[src/rtl/gesture_link_pkg.sv]
// Shared constants and state encodings for the host gesture UART link.
package gesture_link_pkg;
  localparam logic [7:0] SYNC_BYTE = 8'hA5;
  localparam logic [7:0] CHK_KEY   = 8'h5A;

  typedef enum logic [1:0] {RX_IDLE, RX_START, RX_DATA, RX_STOP} rx_state_t;
  typedef enum logic [1:0] {P_SYNC, P_CODE, P_CHK} parse_state_t;
endpackage

[src/rtl/uart_rx_byte.sv]
// 8N1 UART byte receiver with 2-FF input synchronizer.
//   state    | meaning
//   RX_IDLE  | waiting for falling edge on synced rx
//   RX_START | counting to mid start bit, rejects glitches
//   RX_DATA  | sampling 8 data bits LSB first
//   RX_STOP  | sampling stop bit, flags byte or framing error
module uart_rx_byte
  import gesture_link_pkg::*;
#(
  parameter int CLKS_PER_BIT = 434
) (
  input  logic       clk,
  input  logic       reset,
  input  logic       rx,
  output logic [7:0] data,
  output logic       byte_valid,
  output logic       byte_ferr
);
  localparam int CNT_W = $clog2(CLKS_PER_BIT);
  localparam logic [CNT_W-1:0] HALF_LOAD = CNT_W'(CLKS_PER_BIT / 2 - 1);
  localparam logic [CNT_W-1:0] BIT_LOAD  = CNT_W'(CLKS_PER_BIT - 1);

  rx_state_t        state;
  logic             rx_meta;
  logic             rx_sync;
  logic [CNT_W-1:0] cnt;
  logic [2:0]       bit_cnt;
  logic [7:0]       shreg;

  always_ff @(posedge clk) begin
    if (reset) begin
      rx_meta    <= 1'b1;
      rx_sync    <= 1'b1;
      state      <= RX_IDLE;
      cnt        <= '0;
      bit_cnt    <= '0;
      shreg      <= '0;
      data       <= '0;
      byte_valid <= 1'b0;
      byte_ferr  <= 1'b0;
    end else begin
      rx_meta    <= rx;
      rx_sync    <= rx_meta;
      byte_valid <= 1'b0;
      byte_ferr  <= 1'b0;
      case (state)
        RX_IDLE: begin
          if (!rx_sync) begin
            state   <= RX_START;
            cnt     <= HALF_LOAD;
            bit_cnt <= '0;
          end
        end
        RX_START: begin
          if (cnt != '0) begin
            cnt <= cnt - CNT_W'(1);
          end else if (rx_sync) begin
            state <= RX_IDLE;
          end else begin
            state <= RX_DATA;
            cnt   <= BIT_LOAD;
          end
        end
        RX_DATA: begin
          if (cnt != '0) begin
            cnt <= cnt - CNT_W'(1);
          end else begin
            shreg   <= {rx_sync, shreg[7:1]};
            bit_cnt <= bit_cnt + 3'd1;
            cnt     <= BIT_LOAD;
            if (bit_cnt == 3'd7) state <= RX_STOP;
          end
        end
        RX_STOP: begin
          if (cnt != '0) begin
            cnt <= cnt - CNT_W'(1);
          end else begin
            state <= RX_IDLE;
            if (rx_sync) begin
              data       <= shreg;
              byte_valid <= 1'b1;
            end else begin
              byte_ferr <= 1'b1;
            end
          end
        end
        default: state <= RX_IDLE;
      endcase
    end
  end
endmodule

[src/rtl/gesture_uart_rx.sv]
// Gesture command receiver: frame parser, byte-gap timer, link watchdog, held output.
//   state  | meaning
//   P_SYNC | hunting for sync byte, other bytes dropped
//   P_CODE | next byte is the gesture code
//   P_CHK  | next byte is checksum (code ^ key)
module gesture_uart_rx
  import gesture_link_pkg::*;
#(
  parameter int CLKS_PER_BIT        = 434,
  parameter int BYTE_GAP_CYCLES     = 50000,
  parameter int LINK_TIMEOUT_CYCLES = 25000000
) (
  input  logic       clk,
  input  logic       reset,
  input  logic       rx,
  output logic [7:0] gesture,
  output logic       gesture_valid,
  output logic       frame_err,
  output logic       link_up
);
  localparam int GAP_W = $clog2(BYTE_GAP_CYCLES);
  localparam int WD_W  = $clog2(LINK_TIMEOUT_CYCLES);
  localparam logic [GAP_W-1:0] GAP_LOAD = GAP_W'(BYTE_GAP_CYCLES - 1);
  localparam logic [WD_W-1:0]  WD_LOAD  = WD_W'(LINK_TIMEOUT_CYCLES - 1);

  logic [7:0]       data;
  logic             byte_valid;
  logic             byte_ferr;
  parse_state_t     pstate;
  logic [7:0]       code;
  logic [GAP_W-1:0] gap_cnt;
  logic [WD_W-1:0]  wd_cnt;
  logic             match;

  uart_rx_byte #(.CLKS_PER_BIT(CLKS_PER_BIT)) u_rx (
    .clk        (clk),
    .reset      (reset),
    .rx         (rx),
    .data       (data),
    .byte_valid (byte_valid),
    .byte_ferr  (byte_ferr)
  );

  assign match = byte_valid && (pstate == P_CHK) && (data == (code ^ CHK_KEY));

  always_ff @(posedge clk) begin
    if (reset) begin
      pstate        <= P_SYNC;
      code          <= '0;
      gap_cnt       <= '0;
      wd_cnt        <= WD_LOAD;
      gesture       <= '0;
      gesture_valid <= 1'b0;
      frame_err     <= 1'b0;
      link_up       <= 1'b0;
    end else begin
      gesture_valid <= 1'b0;
      frame_err     <= 1'b0;

      if (byte_ferr) begin
        frame_err <= 1'b1;
        pstate    <= P_SYNC;
      end else if (byte_valid) begin
        gap_cnt <= GAP_LOAD;
        case (pstate)
          P_SYNC: if (data == SYNC_BYTE) pstate <= P_CODE;
          P_CODE: begin
            code   <= data;
            pstate <= P_CHK;
          end
          P_CHK: begin
            pstate <= P_SYNC;
            if (!match) frame_err <= 1'b1;
          end
          default: pstate <= P_SYNC;
        endcase
      end else if (pstate != P_SYNC) begin
        if (gap_cnt == '0) begin
          frame_err <= 1'b1;
          pstate    <= P_SYNC;
        end else begin
          gap_cnt <= gap_cnt - GAP_W'(1);
        end
      end

      // a match in the expiry cycle takes precedence over the timeout
      if (match) begin
        gesture       <= code;
        gesture_valid <= 1'b1;
        link_up       <= 1'b1;
        wd_cnt        <= WD_LOAD;
      end else if (wd_cnt == '0) begin
        gesture <= '0;
        link_up <= 1'b0;
      end else begin
        wd_cnt <= wd_cnt - WD_W'(1);
      end
    end
  end
endmodule

[config.mk]
export PLATFORM = sky130hd
export DESIGN_NAME = gesture_uart_rx
export DESIGN_NICKNAME = d
export VERILOG_FILES = /design/src/rtl/gesture_link_pkg.sv /design/src/rtl/uart_rx_byte.sv /design/src/rtl/gesture_uart_rx.sv
export SDC_FILE = /design/constraint.sdc
export NUM_CORES = 1
export LEC_CHECK = 0
export ABC_AREA = 1
export BUFFER_PORTS_ARGS = -buffer_cell sky130_fd_sc_hd__buf_2
export CAP_MARGIN = 20
export CORE_ASPECT_RATIO = 0.6
export CORE_MARGIN = 8
export CORE_UTILIZATION = 62
export CTS_CLUSTER_SIZE = 10
export DETAILED_ROUTE_END_ITERATION = 12
export GPL_ROUTABILITY_DRIVEN = 0
export PLACE_DENSITY = 0.88
export SYNTH_ARGS = -nofsm -noshare
export SYNTH_HDL_FRONTEND = slang
export SYNTH_HIERARCHICAL = 1
export SYNTH_SLANG_ARGS = --single-unit
[constraint.sdc]
create_clock -name clk -period 2.2 [get_ports clk]
set_input_delay 0.22 -clock clk [delete_from_list [all_inputs] [get_ports clk]]
set_output_delay 0.22 -clock clk [all_outputs]
set_load 0.02 [all_outputs]
==> summary.log <==
INFO  clock_network  cts-root-to-sink-buffers=2
INFO  yosys          synth-compound-area-share=0.09135
INFO  power          power_switching=1.383mW
INFO  layout         syn_to_final_growth=8.289%
INFO  yosys          synthesis.area_per_instance=6.715um^2
INFO  sta            timing.max_slew.rel_slack=0.5272
INFO  clock_network  tritoncts_clock_tree=done
INFO  detailed_routing number_of_drc_markers_in_iteration_0=577
INFO  critical_path  critical_path_top_delay_cell=sky130_fd_sc_hd__dfxtp_1
INFO  power          internal_portion_of_total_power=2.991mW
INFO  place          pre_cts_slack=420.4ps
INFO  layout         num_antenna_cells=0
INFO  yosys          synth_xor_area_frac=0.03045
INFO  yosys          largest_family_of_logic_cells_by_synthesized_area=simple AND/OR/NAND/NOR gates
INFO  sta            final_min_period_over_clock_period=0.8367
INFO  sta            max_freq=543.3MHz
INFO  detailed_routing route.final.wire_length=12,590um
INFO  layout         layout-drive-gt1-share=0.09518
INFO  critical_path  critPathMaxStageDelay=430ps
INFO  clock_network  cts.clk_slew.worst_paths=60ps
INFO  power          p_clk_frac=0.354
INFO  sta            tightestPinTransition=708.4ps
INFO  layout         layout_common_cells=sky130_fd_sc_hd__nand2_1 (200), sky130_fd_sc_hd__nor2_1 (130), sky130_fd_sc_hd__dfxtp_1 (96)
INFO  clock_network  cts_repair_resize_count=0
INFO  sta            final-setup-viol-count=0
INFO  place          placed_standard_cell_area=5311um^2
INFO  sta            finalCriticalPeriod=1841ps
INFO  place          place.port_buffers=13
INFO  detailed_routing via_per_inst=5.578
INFO  floorplan      ios=14
INFO  sta            final_critical_path_setup_slack=359.4ps
INFO  layout         design.final.nets=797
INFO  floorplan      floorplan.rows=25
INFO  power          worst_ir_drop_vdd=558.8uV
INFO  global_route   grt_max_degree=26
INFO  layout         fill_cells=616
INFO  global_route   grtUsageTotal=0.2246
INFO  yosys          share_of_synthesized_cell_area_in_full_adder_half_adder_and_majority_cells=0.02417
INFO  layout         multiInputGateArea=2773um^2
INFO  detailed_routing avgRoutedWirePerCell=14.05um
INFO  global_route   grt_use_met2=0.3338
INFO  critical_path  required=2440ps
INFO  yosys          synth-simple-area-share=0.3896
INFO  yosys          yosys-mux-area-fraction=0
INFO  yosys          synthDistinctLibCells=37
INFO  critical_path  worst-path-buf-inv=1
INFO  critical_path  path_cells=inv_1 > ha_1 > nand2_1 > nand4_1 > nand2_1 > nand2_1 > nor3_1 > nor2_1
INFO  detailed_routing detail_route.first_pass.iterations=6
INFO  floorplan      core_area=7976um^2
INFO  yosys          postSynthRegisterBits=96
INFO  job            cap_violations=0
INFO  global_route   met3_usage=0.06640
INFO  detailed_routing remaining_drc_errors=0
INFO  floorplan      die_height=86.79um
INFO  global_route   global_route.peak_usage_layer=met2
INFO  critical_path  critPathMaxFanout=10
INFO  power          share_comb_of_total_power=0.214
INFO  clock_network  worst_skew_pair.late_latency=350ps
INFO  worst_hold_path worstHoldPathCells=2
INFO  critical_path  path_depth=8
INFO  sta            totalNegativeSetupSlack=0ps
INFO  global_route   antenna_violations_before_repair=0
INFO  outcome        outcome=complete, no violations
INFO  global_route   grt_pass1_wl=21,420um
INFO  sta            finalHoldViolCount=0
INFO  layout         final_design_area_no_fill=5607um^2
INFO  power          power_density=780.2nW/um^2
INFO  clock_network  tritoncts_num_sinks=96
INFO  global_route   grt.met1_usage=0.3064
INFO  clock_network  cts_inserted_buffers=9
INFO  sta            unrepaired_setup_endpoints_after_global_routing=no
INFO  critical_path  critical_path.most_common_cell=sky130_fd_sc_hd__nand2_1
INFO  place          detailed_place_hpwl=9281um
INFO  floorplan      die_area=11,630um^2
INFO  clock_network  ctsRootBufferMaster=sky130_fd_sc_hd__clkbuf_16
INFO  floorplan      chipWidth=134.0um
INFO  power          static-leakage-power=2.603nW
INFO  critical_path  critical_path_endpoint_category=flop
INFO  critical_path  cp.arrival=2080ps
INFO  layout         area.sequential=1922um^2
INFO  yosys          yosysWarningCount=6
INFO  clock_network  post_cts.repair.setup_buffers=0
INFO  detailed_routing ant_nets=0
INFO  yosys          yosysSeqAreaShare=0.3712
INFO  critical_path  setup.worst_path.class=flop to flop
INFO  floorplan      initial_core_util=0.6491
INFO  power          power.switching_fraction=0.3162
INFO  critical_path  reg2regPathDepth=8
INFO  yosys          netlist_area=5177um^2
INFO  sta            skew=5.609ps
INFO  yosys          synth_nets=784
INFO  sta            report.final.slew_viol_count=0
INFO  detailed_routing dr_total_vias=4,998
INFO  layout         most_common_cell_after_layout_fill_and_taps_aside=sky130_fd_sc_hd__nand2_1
INFO  global_route   first_global_vias=4,511
INFO  critical_path  critical_path.top_delay_family=simple AND/OR/NAND/NOR gates
INFO  worst_hold_path kind_of_path_behind_the_tightest_hold_check=input pin to flop
INFO  yosys          postSynthCellCount=771
INFO  global_route   global_route.overflow_total=0
INFO  clock_network  cts_hold_buffers=0
INFO  clock_network  cts.htree.levels=3
INFO  critical_path  worstSetupStartpointType=flop
INFO  power          pwr-share-seq=0.432
-- worst register-to-register path, cell delays in order, from the launching register on --
cell and delay (ps):
sky130_fd_sc_hd__dfxtp_1 430, sky130_fd_sc_hd__inv_1 130, sky130_fd_sc_hd__ha_1 250, sky130_fd_sc_hd__nand2_1 370
sky130_fd_sc_hd__nand4_1 140, sky130_fd_sc_hd__nand2_1 130, sky130_fd_sc_hd__nand2_1 90, sky130_fd_sc_hd__nor3_1 140
sky130_fd_sc_hd__nor2_1 50
-- sequential cells by signal, summed over array words and instances, names as in the netlist, 2 cells and up, named ones only --
| name | flops |
|---|---|
| u_rx/shreg | 8 |
| u_rx/cnt | 9 |
| pstate | 2 |
| u_rx/data | 8 |
| u_rx/bit_cnt | 3 |
| gesture | 8 |
| code | 8 |
| gap_cnt | 16 |
| wd_cnt | 25 |
-- cells in the mapped netlist, drive strengths merged --
| library cell | count | area [um^2] |
|---|---|---|
| or2 | 4 | 25.02 |
| xor2 | 7 | 61.31 |
| nor3 | 5 | 36.29 |
| a21o | 1 | 7.510 |
| inv | 99 | 371.6 |
| a21oi | 43 | 256.5 |
| nor2 | 140 | 580.6 |
| nand3 | 57 | 335.3 |
| o21ai | 36 | 180.2 |
| clkbuf | 5 | 18.77 |
| xnor2 | 11 | 96.34 |
| nor4 | 2 | 12.51 |
| o21a | 1 | 7.510 |
| ha | 10 | 125.1 |
| o21bai | 2 | 15.01 |
| a31oi | 1 | 6.260 |
| nor3b | 1 | 7.510 |
| and2 | 3 | 18.77 |
| dfxtp | 96 | 1922 |
| nand2 | 208 | 810.8 |
| nand3b | 5 | 37.54 |
| buf | 12 | 92.58 |
| nand4 | 22 | 152.7 |
-- cell type report --
type	instances	share of cell area
Sequential cell	96	0.3428
Multi-Input combinational cell	559	0.4945
Clock buffer	9	0.04017
Tap cell	108	0.02410
Inverter	99	0.06628
Timing Repair Buffer	19	0.01964
Clock inverter	6	0.01250
-- worst paths after layout --
| kind | slack, ps | start | end |
|---|---|---|---|
| worst max-delay path | 360 | u_rx/state[0] | u_rx/state[0] |
| worst min-delay path | 60 | rx | u_rx/rx_meta |
| worst max register to register | 360 | u_rx/state[0] | u_rx/state[0] |
| worst min register to register | 420 | u_rx/rx_meta | u_rx/rx_sync |
-- kinds of logic after synthesis --
kind of cell	Yosys count
flip-flops	96
adder cells (fa/ha/maj)	10
AND/OR/NAND/NOR	447
AO/OA/AOI/OAI	84
buffers and inverters	116
XOR/XNOR	18
-- routing by layer --
| layer | routed length, um | share of wire |
|---|---|---|
| met1 | 5821 | 0.46 |
| met2 | 5242 | 0.42 |
| met3 | 1345 | 0.11 |
| met4 | 175 | 0.014 |
| met5 | 0 | 0 |
-- metrics by stage --
step | total power, mW | cells | hold slack (ps) | util
2_1_floorplan | 2.633 | 771 | 289.1 | -
3_3_place_gp | 2.771 | 881 | 392.9 | 0.6659
3_5_place_dp | 2.828 | 881 | 400.2 | 0.6659
4_1_cts | 4.367 | 896 | 53.99 | 0.7029
5_1_grt | 4.577 | 896 | 56.28 | 0.7029
6_report | 4.374 | 896 | 57.17 | 0.7029
-- power groups by stage --
stage	registers, mW	clock network, mW	logic [mW]
detailed placement	1.92	0	0.905
global route	1.90	1.64	1.04
CTS	1.89	1.57	0.912
finish	1.89	1.55	0.936
floorplan	1.90	0	0.732
global placement	1.92	0	0.854
(Power assumes the default switching activity.)
